**src/rtl/packet_buffer_fifo_if.sv**
```systemverilog
// Handshake bundle between a packet producer, the store-and-forward FIFO
// and a packet consumer.
//
// Handshake semantics: a word moves into the FIFO on a rising clock edge
// where in_shift=1 and in_full=0. A word leaves the FIFO on a rising clock
// edge where out_pop=1 and out_nempty=1. In any other cycle in_shift and
// out_pop are ignored. in_full and out_nempty come straight from registers,
// so neither depends on in_shift or out_pop in the same cycle.
interface packet_buffer_fifo_if #(
  parameter int DATA_BITS   = 8,
  parameter int LENGTH_BITS = 8
);
  logic                   in_full;
  logic                   in_shift;
  logic [DATA_BITS-1:0]   in_data;
  logic                   in_end;
  logic                   out_pop;
  logic                   out_nempty;
  logic [DATA_BITS-1:0]   out_data;
  logic [LENGTH_BITS-1:0] out_length;
  logic                   out_start;
  logic                   out_end;

  // Producer/consumer side.
  modport master (
    input  in_full,
    output in_shift, in_data, in_end,
    output out_pop,
    input  out_nempty, out_data, out_length, out_start, out_end
  );

  // FIFO side.
  modport slave (
    output in_full,
    input  in_shift, in_data, in_end,
    input  out_pop,
    output out_nempty, out_data, out_length, out_start, out_end
  );
endinterface

```
**src/rtl/packet_buffer_fifo.sv**
```systemverilog
// Store-and-forward packet FIFO. Words are held until the last word of their
// packet arrives, so the consumer sees the packet length with the first word.
// Packets longer than the buffer are cut into buffer-sized chunks.
module packet_buffer_fifo #(
  parameter int DATA_BITS   = 8,
  parameter int LENGTH_BITS = 8,
  parameter int BUFFER_SIZE = 16
) (
  input logic                 clk,
  input logic                 rst,
  packet_buffer_fifo_if.slave bus
);
  localparam int AW = $clog2(BUFFER_SIZE);
  localparam logic [AW:0] FULL_CNT = (AW+1)'(BUFFER_SIZE);
  localparam logic [AW:0] LAST_CNT = (AW+1)'(BUFFER_SIZE - 1);

  // Each data entry is {end flag, data word}.
  logic [DATA_BITS:0]     data_mem [BUFFER_SIZE];
  logic [LENGTH_BITS-1:0] len_mem  [BUFFER_SIZE];

  logic [AW-1:0]          wr_ptr, rd_ptr;
  logic [AW-1:0]          len_wr_ptr, len_rd_ptr;
  logic [AW:0]            word_cnt;
  logic [AW:0]            pkt_cnt;
  logic [LENGTH_BITS-1:0] cur_len;
  logic                   start_q;

  logic full, nempty, push, pop, force_end, eff_end, head_end;
  logic pkt_push, pkt_pop;

  assign full     = (word_cnt == FULL_CNT);
  assign nempty   = (pkt_cnt != '0);
  assign push     = bus.in_shift & ~full;
  assign pop      = bus.out_pop & nempty;
  assign head_end = data_mem[rd_ptr][DATA_BITS];

  // A push that leaves the buffer completely full must close its packet,
  // otherwise an oversize packet could never become poppable.
  assign force_end = push & ~pop & (word_cnt == LAST_CNT);
  assign eff_end   = bus.in_end | force_end;
  assign pkt_push  = push & eff_end;
  assign pkt_pop   = pop & head_end;

  // Storage writes; contents are intentionally left uninitialised on reset.
  always_ff @(posedge clk) begin
    if (push) data_mem[wr_ptr] <= {eff_end, bus.in_data};
    if (pkt_push) len_mem[len_wr_ptr] <= cur_len + 1'b1;
  end

  // Pointers, occupancy counts, running packet length and start marker.
  always_ff @(posedge clk) begin
    if (rst) begin
      wr_ptr     <= '0;
      rd_ptr     <= '0;
      len_wr_ptr <= '0;
      len_rd_ptr <= '0;
      word_cnt   <= '0;
      pkt_cnt    <= '0;
      cur_len    <= '0;
      start_q    <= 1'b1;
    end else begin
      if (push) begin
        wr_ptr  <= wr_ptr + 1'b1;
        cur_len <= eff_end ? '0 : cur_len + 1'b1;
      end
      if (pkt_push) len_wr_ptr <= len_wr_ptr + 1'b1;
      if (pop) begin
        rd_ptr  <= rd_ptr + 1'b1;
        start_q <= head_end;
      end
      if (pkt_pop) len_rd_ptr <= len_rd_ptr + 1'b1;

      case ({push, pop})
        2'b10:   word_cnt <= word_cnt + 1'b1;
        2'b01:   word_cnt <= word_cnt - 1'b1;
        default: word_cnt <= word_cnt;
      endcase

      case ({pkt_push, pkt_pop})
        2'b10:   pkt_cnt <= pkt_cnt + 1'b1;
        2'b01:   pkt_cnt <= pkt_cnt - 1'b1;
        default: pkt_cnt <= pkt_cnt;
      endcase
    end
  end

  assign bus.in_full    = full;
  assign bus.out_nempty = nempty;
  assign bus.out_data   = data_mem[rd_ptr][DATA_BITS-1:0];
  assign bus.out_end    = head_end;
  assign bus.out_length = len_mem[len_rd_ptr];
  assign bus.out_start  = start_q;
endmodule

```
**src/flat_wrapper.sv**
```systemverilog
// flat-port wrapper written by rule: the top's interface ports become plain ports
module packet_buffer_fifo_flat 
#(
  parameter int DATA_BITS   = 8,
  parameter int LENGTH_BITS = 8,
  parameter int BUFFER_SIZE = 16
)
  (clk, rst, bus_in_full, bus_in_shift, bus_in_data, bus_in_end, bus_out_pop, bus_out_nempty, bus_out_data, bus_out_length, bus_out_start, bus_out_end);
  packet_buffer_fifo_if #(.DATA_BITS(DATA_BITS), .LENGTH_BITS(LENGTH_BITS)) bus_i ();
  input logic clk;
  input logic rst;
  output wire logic [$bits(bus_i.in_full)-1:0] bus_in_full;
  input wire logic [$bits(bus_i.in_shift)-1:0] bus_in_shift;
  input wire logic [$bits(bus_i.in_data)-1:0] bus_in_data;
  input wire logic [$bits(bus_i.in_end)-1:0] bus_in_end;
  input wire logic [$bits(bus_i.out_pop)-1:0] bus_out_pop;
  output wire logic [$bits(bus_i.out_nempty)-1:0] bus_out_nempty;
  output wire logic [$bits(bus_i.out_data)-1:0] bus_out_data;
  output wire logic [$bits(bus_i.out_length)-1:0] bus_out_length;
  output wire logic [$bits(bus_i.out_start)-1:0] bus_out_start;
  output wire logic [$bits(bus_i.out_end)-1:0] bus_out_end;
  assign bus_in_full = bus_i.in_full;
  assign bus_i.in_shift = bus_in_shift;
  assign bus_i.in_data = bus_in_data;
  assign bus_i.in_end = bus_in_end;
  assign bus_i.out_pop = bus_out_pop;
  assign bus_out_nempty = bus_i.out_nempty;
  assign bus_out_data = bus_i.out_data;
  assign bus_out_length = bus_i.out_length;
  assign bus_out_start = bus_i.out_start;
  assign bus_out_end = bus_i.out_end;
  packet_buffer_fifo #(.DATA_BITS(DATA_BITS), .LENGTH_BITS(LENGTH_BITS), .BUFFER_SIZE(BUFFER_SIZE)) u_core (.clk(clk), .rst(rst), .bus(bus_i));
endmodule
```
**config.mk**
```make
export PLATFORM = sky130hd
export DESIGN_NAME = packet_buffer_fifo_flat
export DESIGN_NICKNAME = d
export VERILOG_FILES = /design/src/rtl/packet_buffer_fifo_if.sv /design/src/rtl/packet_buffer_fifo.sv /design/src/flat_wrapper.sv
export SDC_FILE = /design/constraint.sdc
export NUM_CORES = 1
export LEC_CHECK = 0
export ABC_AREA = 1
export BUFFER_PORTS_ARGS = -buffer_cell sky130_fd_sc_hd__buf_2
export CAP_MARGIN = 20
export CORE_MARGIN = 1
export CORE_UTILIZATION = 55
export CTS_CLUSTER_SIZE = 10
export DETAILED_ROUTE_END_ITERATION = 16
export PLACE_DENSITY = 0.72
export REMOVE_ABC_BUFFERS = 1
export SYNTH_ARGS = -nofsm -noshare
export SYNTH_HDL_FRONTEND = slang
export SYNTH_SLANG_ARGS = --single-unit
export TNS_END_PERCENT = 10
```
**constraint.sdc**
```tcl
create_clock -name clk -period 4.6 [get_ports clk]
set_input_delay 0.23 -clock clk [delete_from_list [all_inputs] [get_ports clk]]
set_output_delay 0.23 -clock clk [all_outputs]
set_load 0.005 [all_outputs]
```
-- Word-level counts from Yosys, hierarchy flattened
Memories as Yosys holds them, arrays and structs flattened. A register that Yosys moved wholly into a read port is not among the register bits.
Cells that the tools add are included.
- register bits: 35
- bits in writable memories: 272
- input port bits: 13
- word-level logic and storage cells: 48
- memories: 2
- add/subtract/negate cells: 9
- equal/unequal tests: 6
- mux-type cells: 11
- bitwise logic cells: 9
- reductions and logical operators: 3
- memories (memory ; words ; width ; rd ports ; clocked after memory_dff ; write ports ; RTL line ; text):
    u_core.data_mem ; 16 ; 9 ; 1 ; 1 ; 1 ; packet_buffer_fifo.sv:18 ; logic [DATA_BITS:0] data_mem [BUFFER_SIZE];
    u_core.len_mem ; 16 ; 8 ; 1 ; 1 ; 1 ; packet_buffer_fifo.sv:19 ; logic [LENGTH_BITS-1:0] len_mem [BUFFER_SIZE];
- operators with widths (kind ; number):
    one-hot mux 5 bit (2 select lines) ; 2
    adder 4 x 1 -> 4 bit (second input constant) ; 4
    2-to-1 mux 4 bit ; 4
    adder 5 x 1 -> 5 bit (second input constant) ; 2
    subtractor 5 x 1 -> 5 bit (second input constant) ; 2
    adder 8 x 1 -> 8 bit (second input constant) ; 1
    2-to-1 mux 8 bit ; 1
    bitwise AND 1 bit ; 6
    == test 5 x 4 -> 1 bit (second input constant) ; 1
    == test 5 bit (second input constant) ; 1
    nonzero test 5 bit ; 1
    == test 2 x 1 -> 1 bit (second input constant) ; 2
    == test 2 bit (second input constant) ; 2
    2-to-1 mux 1 bit ; 4
    nonzero test 2 bit ; 2
    inverter 1 bit ; 2
    OR 1 bit ; 1

-- Depth between registers and ports, before layout
Gate-level depths: netlist of the first run.
- depth after elaboration: 9
- mapped depth: 19

-- Worst setup path after synthesis of the first run
OpenSTA, ideal clock, no wires.
- path kind: register to register
- start: register u_core.word_cnt[0]
- end: register u_core.pkt_cnt[2]
- setup time: 115 ps
- arrival time: 2425 ps
- data required time: 4485 ps
- setup slack: 2060 ps
- cell stages (with the launch flop): 16
- period minus slack after synthesis: 2540 ps
- path through: dfxtp_1 > nor2_1 > nand4_1 > nand2_2 > inv_2 > ha_1 > nand2_1 > nand2_2 > nand2_4 > ha_1 > xor2_1 > ha_1 > a21o_1 > xor2_1 > o21ai_0 > inv_1
- longest elaborated chain between the ends: 9
- elaborated cells on any way between the ends: 12
- those cells by class: eq/ne (4); mux (1); bitwise (6); reduce/logical (1)
- RTL lines (what ; RTL line ; text):
    start, declared ; packet_buffer_fifo.sv:23 ; logic [AW:0] word_cnt;
    start signal, assigned ; packet_buffer_fifo.sv:74 ; 2'b10: word_cnt <= word_cnt + 1'b1;
    start signal, assigned ; packet_buffer_fifo.sv:75 ; 2'b01: word_cnt <= word_cnt - 1'b1;
    start signal, assigned ; packet_buffer_fifo.sv:76 ; default: word_cnt <= word_cnt;
    == test 5 bit (*) ; packet_buffer_fifo.sv:31 ; assign full = (word_cnt == FULL_CNT);
    inverter 1 bit (*) ; packet_buffer_fifo.sv:33 ; assign push = bus.in_shift & ~full;
    bitwise AND 1 bit (*) ; packet_buffer_fifo.sv:33 ;
    net u_core.push ; packet_buffer_fifo.sv:28 ; logic full, nempty, push, pop, force_end, eff_end, head_end;
    bitwise AND 1 bit (*) (2 in series) ; packet_buffer_fifo.sv:39 ; assign force_end = push & ~pop & (word_cnt == LAST_CNT);
    OR 1 bit (*) ; packet_buffer_fifo.sv:40 ; assign eff_end = bus.in_end | force_end;
    net u_core.eff_end ; packet_buffer_fifo.sv:28 ;
    bitwise AND 1 bit (*) ; packet_buffer_fifo.sv:41 ; assign pkt_push = push & eff_end;
    == test 2 x 1 -> 1 bit or == test 2 bit (tied branches) ; packet_buffer_fifo.sv:79 ; case ({pkt_push, pkt_pop})
    one-hot mux 5 bit (2 select lines) or nonzero test 2 bit (tied branches) ; n/a ;
    end signal, assigned ; packet_buffer_fifo.sv:80 ; 2'b10: pkt_cnt <= pkt_cnt + 1'b1;
    end signal, assigned ; packet_buffer_fifo.sv:81 ; 2'b01: pkt_cnt <= pkt_cnt - 1'b1;
    end signal, assigned ; packet_buffer_fifo.sv:82 ; default: pkt_cnt <= pkt_cnt;
    end, declared ; packet_buffer_fifo.sv:24 ; logic [AW:0] pkt_cnt;
Mark *: on every way through the listed nets, which the timed path passes. The rest lies on a longest branch.
A chain may end at the register's enable or synchronous reset.

==> impl_results.md, run 1 <==
* Die Area at 24400 sq um
* Setup Fix Bufs, Post-CTS at 0
* Total grt overflow at 0
* Starting DRT DRC Count at 602
* Final std cells w/o fill at 1419
* Synth unique cells at 41
* Avg WL per Cell at 18.3 um
* Reg2Reg Setup Slack at 1350 ps
* Share of cells above drive strength 1 at 0.0991
* Slowest cell on crit path: dfxtp_2
* R2R Path End: u_core.pkt_cnt[4]
* Synth Flop Type: edfxtp_1
* Clk_skew at 18.8 ps
* Routed Antenna Nets at 0
* CTS tree: built
* First-pass GRT wire length at 40200 um
* Hold Path End: u_core.data_mem[10][7]
* Worst slew margin at 0.258
* Synthesis Warnings at 0
* # placed instances at 1357
* Critical Path RT at 5030 ps
* Critical path's largest stage delay at 710 ps
* Port-buffer cells at 32
* Total routed wirelength at 25900 um
* Vias at 8034
* Final worst-path cycle share at 0.707
* Pin count of the biggest net entering global routing at 97
* Crit-path leading delay family: simple AND/OR/NAND/NOR gates
* Clock latency on the worst-skew pair at 510 ps
* CP cell instances: buf_4 -> nand2_1 -> nand2_1 -> nand2_1 -> nand3_1 -> nand3_2 -> nand2_4 -> nand2_1 -> inv_1 -> ha_1 -> xor2_1 -> ha_1 -> a21o_1 -> nand3_2 -> a21o_1 -> nand2_1 -> nand2_1 -> a21oi_2
* R2R depth at 18
* Chip height at 156 um
* Post-CTS Hold Fix Bufs at 0
* Final-report hold violation count at 0
* Critical Path Sink Type: register
* Max Cap Violations at 0
* Drt pass-1 iters at 5
* Lkg Pwr at 5.09 nW
* Post-synthesis mux area share at 0.0245
* Num ports at 33
* Vias in the first global route at 7716
* Post-synthesis compound-gate area fraction at 0.117
* Fin worst setup slack at 1350 ps
* RSZ-0062 raised after global routing: no
* Adder-Cell Fraction of Synth Area at 0.0206
* Endpoints failing setup at 0
* Worst vdd ir at 0.485 mV
* Gates resized, CTS repair at 0
* Core Region at 23400 sq um
* # H-tree levels at 2
* Initial antenna violation count at 0
* Startpoint types: register
* Cells after Synth at 1051
* Max-slew violation count at 0
* Worst Path Buf+Inv at 2
* Avg Cell Area, Syn at 12.5 sq um
* Async S/R FF share, synth at 0
* Fillers at 1794
* Dpl ws at 1330 ps
* Clk root buf: clkbuf_16
* Min-delay src: bus_in_data[7]
* Crit Path Category: reg -> reg
* Starting Density at 0.560
* Register area share after synthesis at 0.689
* EDFF count, synth at 272
* Worst hold slack at 109 ps
* Ant diodes at 0
* Residual DRC at 0
* Synth Area in XOR/XNOR at 0.0106
* Row Count at 56
* Worst Hold Class: in -> reg
* Mapped Area at 13100 sq um
* Arrival @ worst endpoint at 3690 ps
* Buffer depth of the longest clock path at 3
* CP max FO at 40
* Cell depth of the worst hold path at 1
* DP HPWL at 15900 um
* Crit path top cell by count: nand2_1
* Nets at 1114
* Slew @ Worst Pin at 1110 ps
* GP Congestion at 0.822
* Outcome: completed
* Max Clock Freq at 307 MHz
* Total Routing Usage GR at 0.216
* Post-DR vias/cell at 5.66
* Power Dens Cells at 534 nW/um^2
* Post-synthesis register bit count at 315
* Synthesis-to-layout area growth at 10.4%
* Final Critical Period at 3250 ps
* Largest family of logic cells by synthesized area: compound AO/OA/AOI/OAI gates
* Synth Area in Simple Gates at 0.0871
* CTS Buf Count at 37
* Setup TNS at 0 ps
* CTS sink cnt at 315
* Die X at 156 um
* Worst-path clk slew at 50 ps
power breakdown:
part / leakage (nW) / internal, mW / switching (mW)
Sequential: 2.92 / 3.23 / 0.144
Combinational: 1.68 / 0.655 / 1.19
Clock: 0.491 / 1.48 / 1.03
Total: 5.09 / 5.36 / 2.36
Yosys cell counts, types with 4 or more instances:
cell type  instances  area share
xnor2_1            4      0.0027
xor2_1            10      0.0067
clkbuf_1          21      0.0060
o22ai_1            9      0.0043
o221ai_1          23       0.015
nor2_1           124       0.036
mux2i_1           32       0.024
nand2_1           84       0.024
nand3_2            7      0.0053
o21ai_0          115       0.044
o211ai_1          41       0.023
buf_6             10      0.0086
o21ai_1            6      0.0023
buf_2             15      0.0057
edfxtp_1         272        0.62
nand3_1           39       0.015
nand2_2            4      0.0019
ha_1              20       0.019
dfxtp_1           43       0.066
a21oi_1           57       0.022
inv_1             82       0.023
layer usage:
metal / vias up / part of all wire / global-route usage
li1: 3853 / - / -
met1: 3886 / 0.42 / 0.271
met2: 239 / 0.50 / 0.378
met3: 56 / 0.049 / 0.0307
met4: 0 / 0.028 / 0.0836
met5: - / 0 / 0
sequential cells by signal, summed over array words and instances (netlist names), named ones only:
signal,cells
u_core.cur_len,8
u_core.bus.out_start,1
u_core.len_wr_ptr,4
u_core.len_rd_ptr,4
u_core.wr_ptr,4
u_core.pkt_cnt,5
u_core.word_cnt,5
u_core.rd_ptr,4
u_core.len_mem,128
u_core.data_mem,144
cell families after synthesis:
logic type,after synthesis
buffers and inverters,141
XOR/XNOR,15
adder cells (fa/ha/maj),21
multiplexers,32
flip-flops,315
AO/OA/AOI/OAI,261
AND/OR/NAND/NOR,266
cell type report:
cell class              instances  area, sq um  share of cell area
flip-flops and latches        315         9030               0.625
multi-input cells             595         3410               0.236
clock buffers                  56          997              0.0690
well taps                     319          399              0.0276
inverters                      89          342              0.0236
repair buffers                 42          255              0.0177
clock inverters                 3         22.5             0.00156
layout by cell type (no fill, tap or decap), types with 9 or more instances in the layout:
master       n
buf_2       32
edfxtp_1   272
o22ai_1      9
nor2_1     124
xor2_1      10
clkbuf_16   37
nand2_1     84
inv_1       82
clkbuf_1    19
o221ai_1    23
dfxtp_1     41
nand3_1     39
ha_1        20
buf_4        9
o211ai_1    41
mux2i_1     32
o21ai_0    115
a21oi_1     57
worst max path at each step:
stage                        start                end  slack (ps)  cells past startpoint
after floorplan           register  u_core.pkt_cnt[4]         960                     17
after global placement    register  u_core.pkt_cnt[4]        1440                     18
after detailed placement  register  u_core.pkt_cnt[4]        1330                     18
after CTS                 register  u_core.pkt_cnt[4]        1320                     18
after global routing      register  u_core.pkt_cnt[4]         990                     18
final                     register  u_core.pkt_cnt[4]        1350                     18
metrics by stage:
step	util	area [sq um]	total power, mW
floorplan	-	12800	4.66
detailed placement	0.572	13400	5.23
finish	0.618	14500	7.72
global route	0.618	14500	8.11
CTS	0.616	14400	7.74
global placement	0.572	13400	5.18
No activity file was read; power rests on OpenSTA's default activity.
==> run 2, diff against run 1 <==
==> constraint.sdc (replaced) <==
create_clock -name clk -period 3.1 [get_ports clk]
set_input_delay 0.155 -clock clk [delete_from_list [all_inputs] [get_ports clk]]
set_output_delay 0.155 -clock clk [all_outputs]
set_load 0.005 [all_outputs]
==> impl_results.md, run 2 (synthesized netlist as in run 1, its figures left out) <==
* Dpl ws at 246 ps (-1090 ps)
* Drt pass-1 iters at 7 (+2)
* RSZ-0062 raised after global routing: no
* Total routed wirelength at 26400 um (+2.0%)
* Row Count at 56 (unchanged)
* Endpoints failing setup at 0 (unchanged)
* Biggest register: u_core.data_mem
* Core Region at 23400 sq um (unchanged)
* Pin count of the biggest net entering global routing at 57 (-41%)
* CTS sink cnt at 315 (unchanged)
* Total grt overflow at 0 (unchanged)
* Share of cells above drive strength 1 at 0.123 (+0.0244)
* Fillers at 1826 (+1.8%)
* GP Congestion at 0.820 (-0.23%)
* Setup crit start: u_core.word_cnt[0]
* Avg WL per Cell at 18.3 um (+0.17%)
* Post-CTS Hold Fix Bufs at 0 (unchanged)
* Clock latency on the worst-skew pair at 510 ps (about the same)
* Port-buffer cells at 32 (unchanged)
* DP HPWL at 16300 um (+2.5%)
* Max-slew violation count at 0 (unchanged)
* Final Critical Period at 2790 ps (-466 ps)
* Vias in the first global route at 7973 (+3.3%)
* Outcome: completed
* Final instance area at 14700 sq um (+1.4%)
* Starting DRT DRC Count at 668 (+11%)
* Setup Fix Bufs, Post-CTS at 0 (unchanged)
* CP max FO at 13 (-68%)
* Clk root buf: clkbuf_16
* Starting Density at 0.560 (unchanged)
* Min-delay src: bus_in_data[1]
* Area of the multi-input gates at 3410 sq um (+0.22%)
* Num ports at 33 (unchanged)
* Chip height at 156 um (unchanged)
* Ant diodes at 0 (unchanged)
* CTS Buf Count at 37 (unchanged)
* Final worst-path cycle share at 0.899 (+0.192)
* Nets at 1144 (+2.7%)
* Arrival @ worst endpoint at 3230 ps (-460 ps)
* Total Routing Usage GR at 0.222 (+0.00610)
* Worst Hold Class: in -> reg
* Commonest non-fill, non-tap cell in the layout: edfxtp_1
* Buffer depth of the longest clock path at 3 (unchanged)
* First-pass GRT wire length at 41300 um (+3.0%)
* Initial antenna violation count at 0 (unchanged)
* Die X at 156 um (unchanged)
* Crit Path Category: reg -> reg
* Vias at 8100 (+0.82%)
* Residual DRC at 0 (unchanged)
* Commonest cells after routing, fill and taps aside: 272 x edfxtp_1, 124 x nor2_1, 115 x o21ai_0
* CTS tree: built
* Routed Antenna Nets at 0 (unchanged)
* Startpoint types: register
* Placed cell area at 13700 sq um (+1.9%)
* Synthesis-to-layout area growth at 11.9%
* Critical Path RT at 3540 ps (-1490 ps)
* Final-report hold violation count at 0 (unchanged)
* Largest registers: u_core.data_mem x144, u_core.len_mem x128, u_core.cur_len x8
* Post-DR vias/cell at 5.61 (-0.99%)
* Register Area at 9030 sq um (unchanged)
* Fin worst setup slack at 312 ps (-1030 ps)
* Slew @ Worst Pin at 1010 ps (-95.8 ps)
* Die Area at 24400 sq um (unchanged)
* Worst slew margin at 0.324 (+0.0658)
* Reg2reg start: u_core.word_cnt[0]
* Worst-path clk slew at 50 ps (about the same)
* Clk_skew at 13.5 ps (-5.34 ps)
* Max Cap Violations at 0 (unchanged)
* Critical Path Sink Type: register
* Worst vdd ir at 0.564 mV (+16%)
* Lkg Pwr at 5.24 nW (+2.9%)
* Max Clock Freq at 359 MHz (+17%)
* Max FFs per register at 144 (unchanged)
* Power Dens Cells at 783 nW/um^2 (+47%)
* # H-tree levels at 2 (unchanged)
[run 2: cell count changes in the layout (fill, tap and decap cells not counted)]
| cell | delta |
|---|---|
| ha_1 | -1 |
| buf_12 | +1 |
| buf_4 | +30 |
| nand2_2 | -1 |
| clkbuf_1 | -4 |
| buf_16 | -1 |
| clkinv_1 | +1 |
| clkinv_2 | -1 |
| ha_2 | +1 |
| nand2_4 | +1 |
[run 2: layout make-up]
cell class | instances | share of cell area
Clock inverter | 3 | 0.00145
Multi-Input combinational cell | 595 | 0.233
Tap cell | 319 | 0.0272
Clock buffer | 52 | 0.0670
Timing Repair Buffer | 72 | 0.0323
Inverter | 89 | 0.0233
Sequential cell | 315 | 0.616
[run 2: repair_timing]
item | CTS | global route
gates resized for setup | 0 | 2
endpoints found under the hold margin | 0 | 0
endpoints found under the setup margin | 0 | 2
[run 2: critical path, cell delays in order (launching register included)]
cell     delay [ps]
dfxtp_1         360
nor2_1          140
nand4_1         160
nand2_4         200
inv_2           110
ha_1            210
nand2_1          70
nand2_2          70
nand2_4         120
ha_2            270
xor2_1          250
ha_1            180
a21o_1          120
nand3_2          80
a21o_1          160
nand2_1          50
nand2_1          60
a21oi_2         100
[run 2: layer usage]
layer,up-vias,track usage,routed length (um)
li1,3899,-,-
met1,3882,0.281,11100
met2,263,0.382,13100
met3,56,0.0316,1420
met4,0,0.0943,820
met5,-,0,0
[run 2: power breakdown]
group          switching (mW)  internal [mW]
Sequential              0.243           4.79
Clock                    1.53           2.18
Combinational            1.74          0.998
Total                    3.51           7.97
[run 2: metrics by stage]
stage	total power, mW	std cells	setup TNS (ps)	utilization	hold WS (ps)
detailed placement	7.82	1390	0	0.583	477
CTS	11.5	1445	0	0.626	20.2
global placement	7.74	1390	0	0.583	468
floorplan	6.92	999	-1690	-	217
finish	11.5	1445	0	0.627	28.7
global route	12.0	1445	0	0.627	30.5
[run 2: path summary, 6_finish.rpt]
path              slack [ps]               endpoint  cells past startpoint
setup / recovery         310      u_core.pkt_cnt[4]                     17
hold / removal            30  u_core.data_mem[6][1]                      1
setup reg to reg         310      u_core.pkt_cnt[4]                     17
hold reg to reg          480               register                      2
==> run 3, diff against run 2 <==
--- a/config.mk
+++ b/config.mk
@@ -8,6 +8,7 @@
 export ABC_AREA = 1
 export BUFFER_PORTS_ARGS = -buffer_cell sky130_fd_sc_hd__buf_2
 export CAP_MARGIN = 20
+export CORE_ASPECT_RATIO = 1.25
 export CORE_MARGIN = 1
 export CORE_UTILIZATION = 55
 export CTS_CLUSTER_SIZE = 10
==> constraint.sdc (replaced) <==
create_clock -name clk -period 2.85 [get_ports clk]
set_input_delay 0.1425 -clock clk [delete_from_list [all_inputs] [get_ports clk]]
set_output_delay 0.1425 -clock clk [all_outputs]
set_load 0.005 [all_outputs]
==> impl_results.md, run 3 (synthesized netlist as in run 1, its figures left out) <==
* Pin count of the biggest net entering global routing at 65 (+14%)
* Routed Antenna Nets at 0 (unchanged)
* Min-delay src: bus_in_data[1]
* Worst-path clk slew at 50 ps (about the same)
* Worst Hold Class: in -> reg
* Commonest non-fill, non-tap cell in the layout: edfxtp_1
* Clock latency on the worst-skew pair at 530 ps (+20 ps)
* Slowest cell on crit path: dfxtp_4
* Max Cap Violations at 0 (unchanged)
* Final std cells w/o fill at 1444 (-0.069%)
* Max FFs per register at 144 (unchanged)
* Int Pwr at 8.80 mW (+10%)
* Die Area at 24400 sq um (about the same)
* Vias in the first global route at 7971 (-0.025%)
* Final worst-path cycle share at 0.889
* Avg WL per Cell at 18.7 um (+2.2%)
* Port-buffer cells at 32 (unchanged)
* Synthesis-to-layout area growth at 13.6%
* CTS tree: built
* Ant diodes at 0 (unchanged)
* Die X at 140 um (-10%)
* RSZ-0062 raised after global routing: no
* R2R depth at 16 (-1)
* Power Dens Cells at 856 nW/um^2 (+9.3%)
* Total Routing Usage GR at 0.226 (+0.00385)
* Outcome: completed
* # H-tree levels at 2 (unchanged)
* CTS Buf Count at 37 (unchanged)
* Starting Density at 0.565 (+0.00501)
* Worst slew margin at 0.521 (+0.198)
* Switching Share at 0.309 (+0.00272)
* Critical Path Sink Type: output port
* Setup TNS at 0 ps (unchanged)
* Slew @ Worst Pin at 718 ps (-295 ps)
* Fin worst setup slack at 317 ps (+5.50 ps)
* Residual DRC at 0 (unchanged)
* Vias at 8209 (+1.3%)
* Hold Path End: u_core.data_mem[2][1]
* Reg2reg start: u_core.pkt_cnt[2]
* CP cell instances: buf_4 -> mux2i_1 -> o21ai_0 -> o211ai_1 -> nand2_1 -> buf_2
* # placed instances at 1374 (-1.2%)
* Nets at 1166 (+1.9%)
* Crit Path Category: reg -> out
* Commonest cells after routing, fill and taps aside: 272 x edfxtp_1, 124 x nor2_1, 115 x o21ai_0
* Final Util at 0.641 (+0.0149)
* Critical path's largest stage delay at 800 ps (+440 ps)
* Worst vdd ir at 0.655 mV (+16%)
* Clock share of power at 0.332 (+0.009)
* Share of cells above drive strength 1 at 0.136 (+0.0124)
* Largest registers: u_core.data_mem x144, u_core.len_mem x128, u_core.cur_len x8
* First-pass GRT wire length at 42200 um (+2.1%)
* Endpoints failing setup at 0 (unchanged)
* DP HPWL at 17000 um (+4.3%)
* Biggest register: u_core.data_mem
* Fillers at 1723 (-5.6%)
* Chip height at 175 um (+12%)
* Max-slew violation count at 0 (unchanged)
* Core Region at 23200 sq um (-0.89%)
* Total grt overflow at 0 (unchanged)
* Final-report hold violation count at 0 (unchanged)
* Critical Path RT at 2710 ps (-830 ps)
* Initial antenna violation count at 0 (unchanged)
* Drt pass-1 iters at 5 (-2)
* Psw at 3.93 mW (+12%)
* R2R Path End: u_core.pkt_cnt[4]
* Startpoint types: register
* Dpl ws at 268 ps (+22.1 ps)
* Row Count at 62 (+11%)
* CP max FO at 56 (+43)
* Comb power frac at 0.237 (-0.002)
* Arrival @ worst endpoint at 2390 ps (-840 ps)
* Total routed wirelength at 27000 um (+2.2%)
* Buffer depth of the longest clock path at 3 (unchanged)
* Max Clock Freq at 395 MHz
* Clk root buf: clkbuf_16
* Worst hold slack at 19.7 ps (-9.01 ps)
* Starting DRT DRC Count at 642 (-3.9%)
* Num ports at 33 (unchanged)
* Lkg Pwr at 5.38 nW (+2.6%)
* CTS sink cnt at 315 (unchanged)
* Cell depth of the worst hold path at 1 (unchanged)
* GP Congestion at 0.842 (+2.7%)
* Setup Fix Bufs, Post-CTS at 0 (unchanged)
* Clk_skew at 28.3 ps (+14.8 ps)
* Sequential share of power at 0.431 (-0.007)
* Post-DR vias/cell at 5.68 (+1.4%)
* Reg2Reg Setup Slack at 330 ps (+20 ps)
* Final Critical Period at 2530 ps
-- run 3: power by group through the flow --
stage / registers (mW) / clock network [mW] / logic (mW)
2_1_floorplan: 5.68 / 0 / 1.84
3_3_place_gp: 5.57 / 0 / 2.92
3_5_place_dp: 5.58 / 0 / 3.00
4_1_cts: 5.49 / 4.30 / 3.03
5_1_grt: 5.52 / 4.47 / 3.37
6_report: 5.48 / 4.23 / 3.02
-- run 3: worst max path at each step --
stage | start | end | slack [ps] | cells after the start
floorplan | register | u_core.pkt_cnt[4] | -790 | 17
global placement | u_core.word_cnt[0] | u_core.pkt_cnt[4] | 370 | 17
detailed placement | u_core.pkt_cnt[2] | u_core.pkt_cnt[4] | 270 | 16
CTS | u_core.pkt_cnt[2] | u_core.pkt_cnt[4] | 260 | 16
global route | register | u_core.pkt_cnt[4] | 50 | 17
finish | register | bus_out_length[4] | 320 | 6
-- run 3: cell type report --
cell class                 instances  area (sq um)  area share
sequential                       315          9030       0.607
multi-input combinational        595          3410       0.229
clock inverter                     4          73.8     0.00496
timing repair buffer              94           643      0.0432
tap                              288           360      0.0242
inverter                          89           342      0.0230
clock buffer                      59          1020      0.0684
-- run 3: routing by layer --
layer | up-vias | part of all wire | global-route usage
met5 | - | 0 | 0
met2 | 249 | 0.52 | 0.405
met1 | 3941 | 0.39 | 0.273
li1 | 3954 | - | -
met4 | 0 | 0.034 | 0.0939
met3 | 65 | 0.052 | 0.0309
-- run 3: through the flow --
| stage | cell area, sq um | power (mW) |
|---|---|---|
| 2_1_floorplan | 12800 | 7.52 |
| 3_3_place_gp | 13700 | 8.49 |
| 3_5_place_dp | 13700 | 8.58 |
| 4_1_cts | 14900 | 12.8 |
| 5_1_grt | 14900 | 13.4 |
| 6_report | 14900 | 12.7 |
-- run 3: timing repair --
item,CTS,global route
gates resized for setup,0,1
hold endpoints to repair,108,0
hold buffers,7,0
endpoints found under the setup margin,0,1
-- run 3: critical path: cells and delay by family (launching register included) --
kind | cells | cell delay [ps]
and+or+nand+nor | 1 | 80
DFF | 1 | 800
muxes | 1 | 210
buffers and inverters | 2 | 460
AOI/OAI and AO/OA | 2 | 280
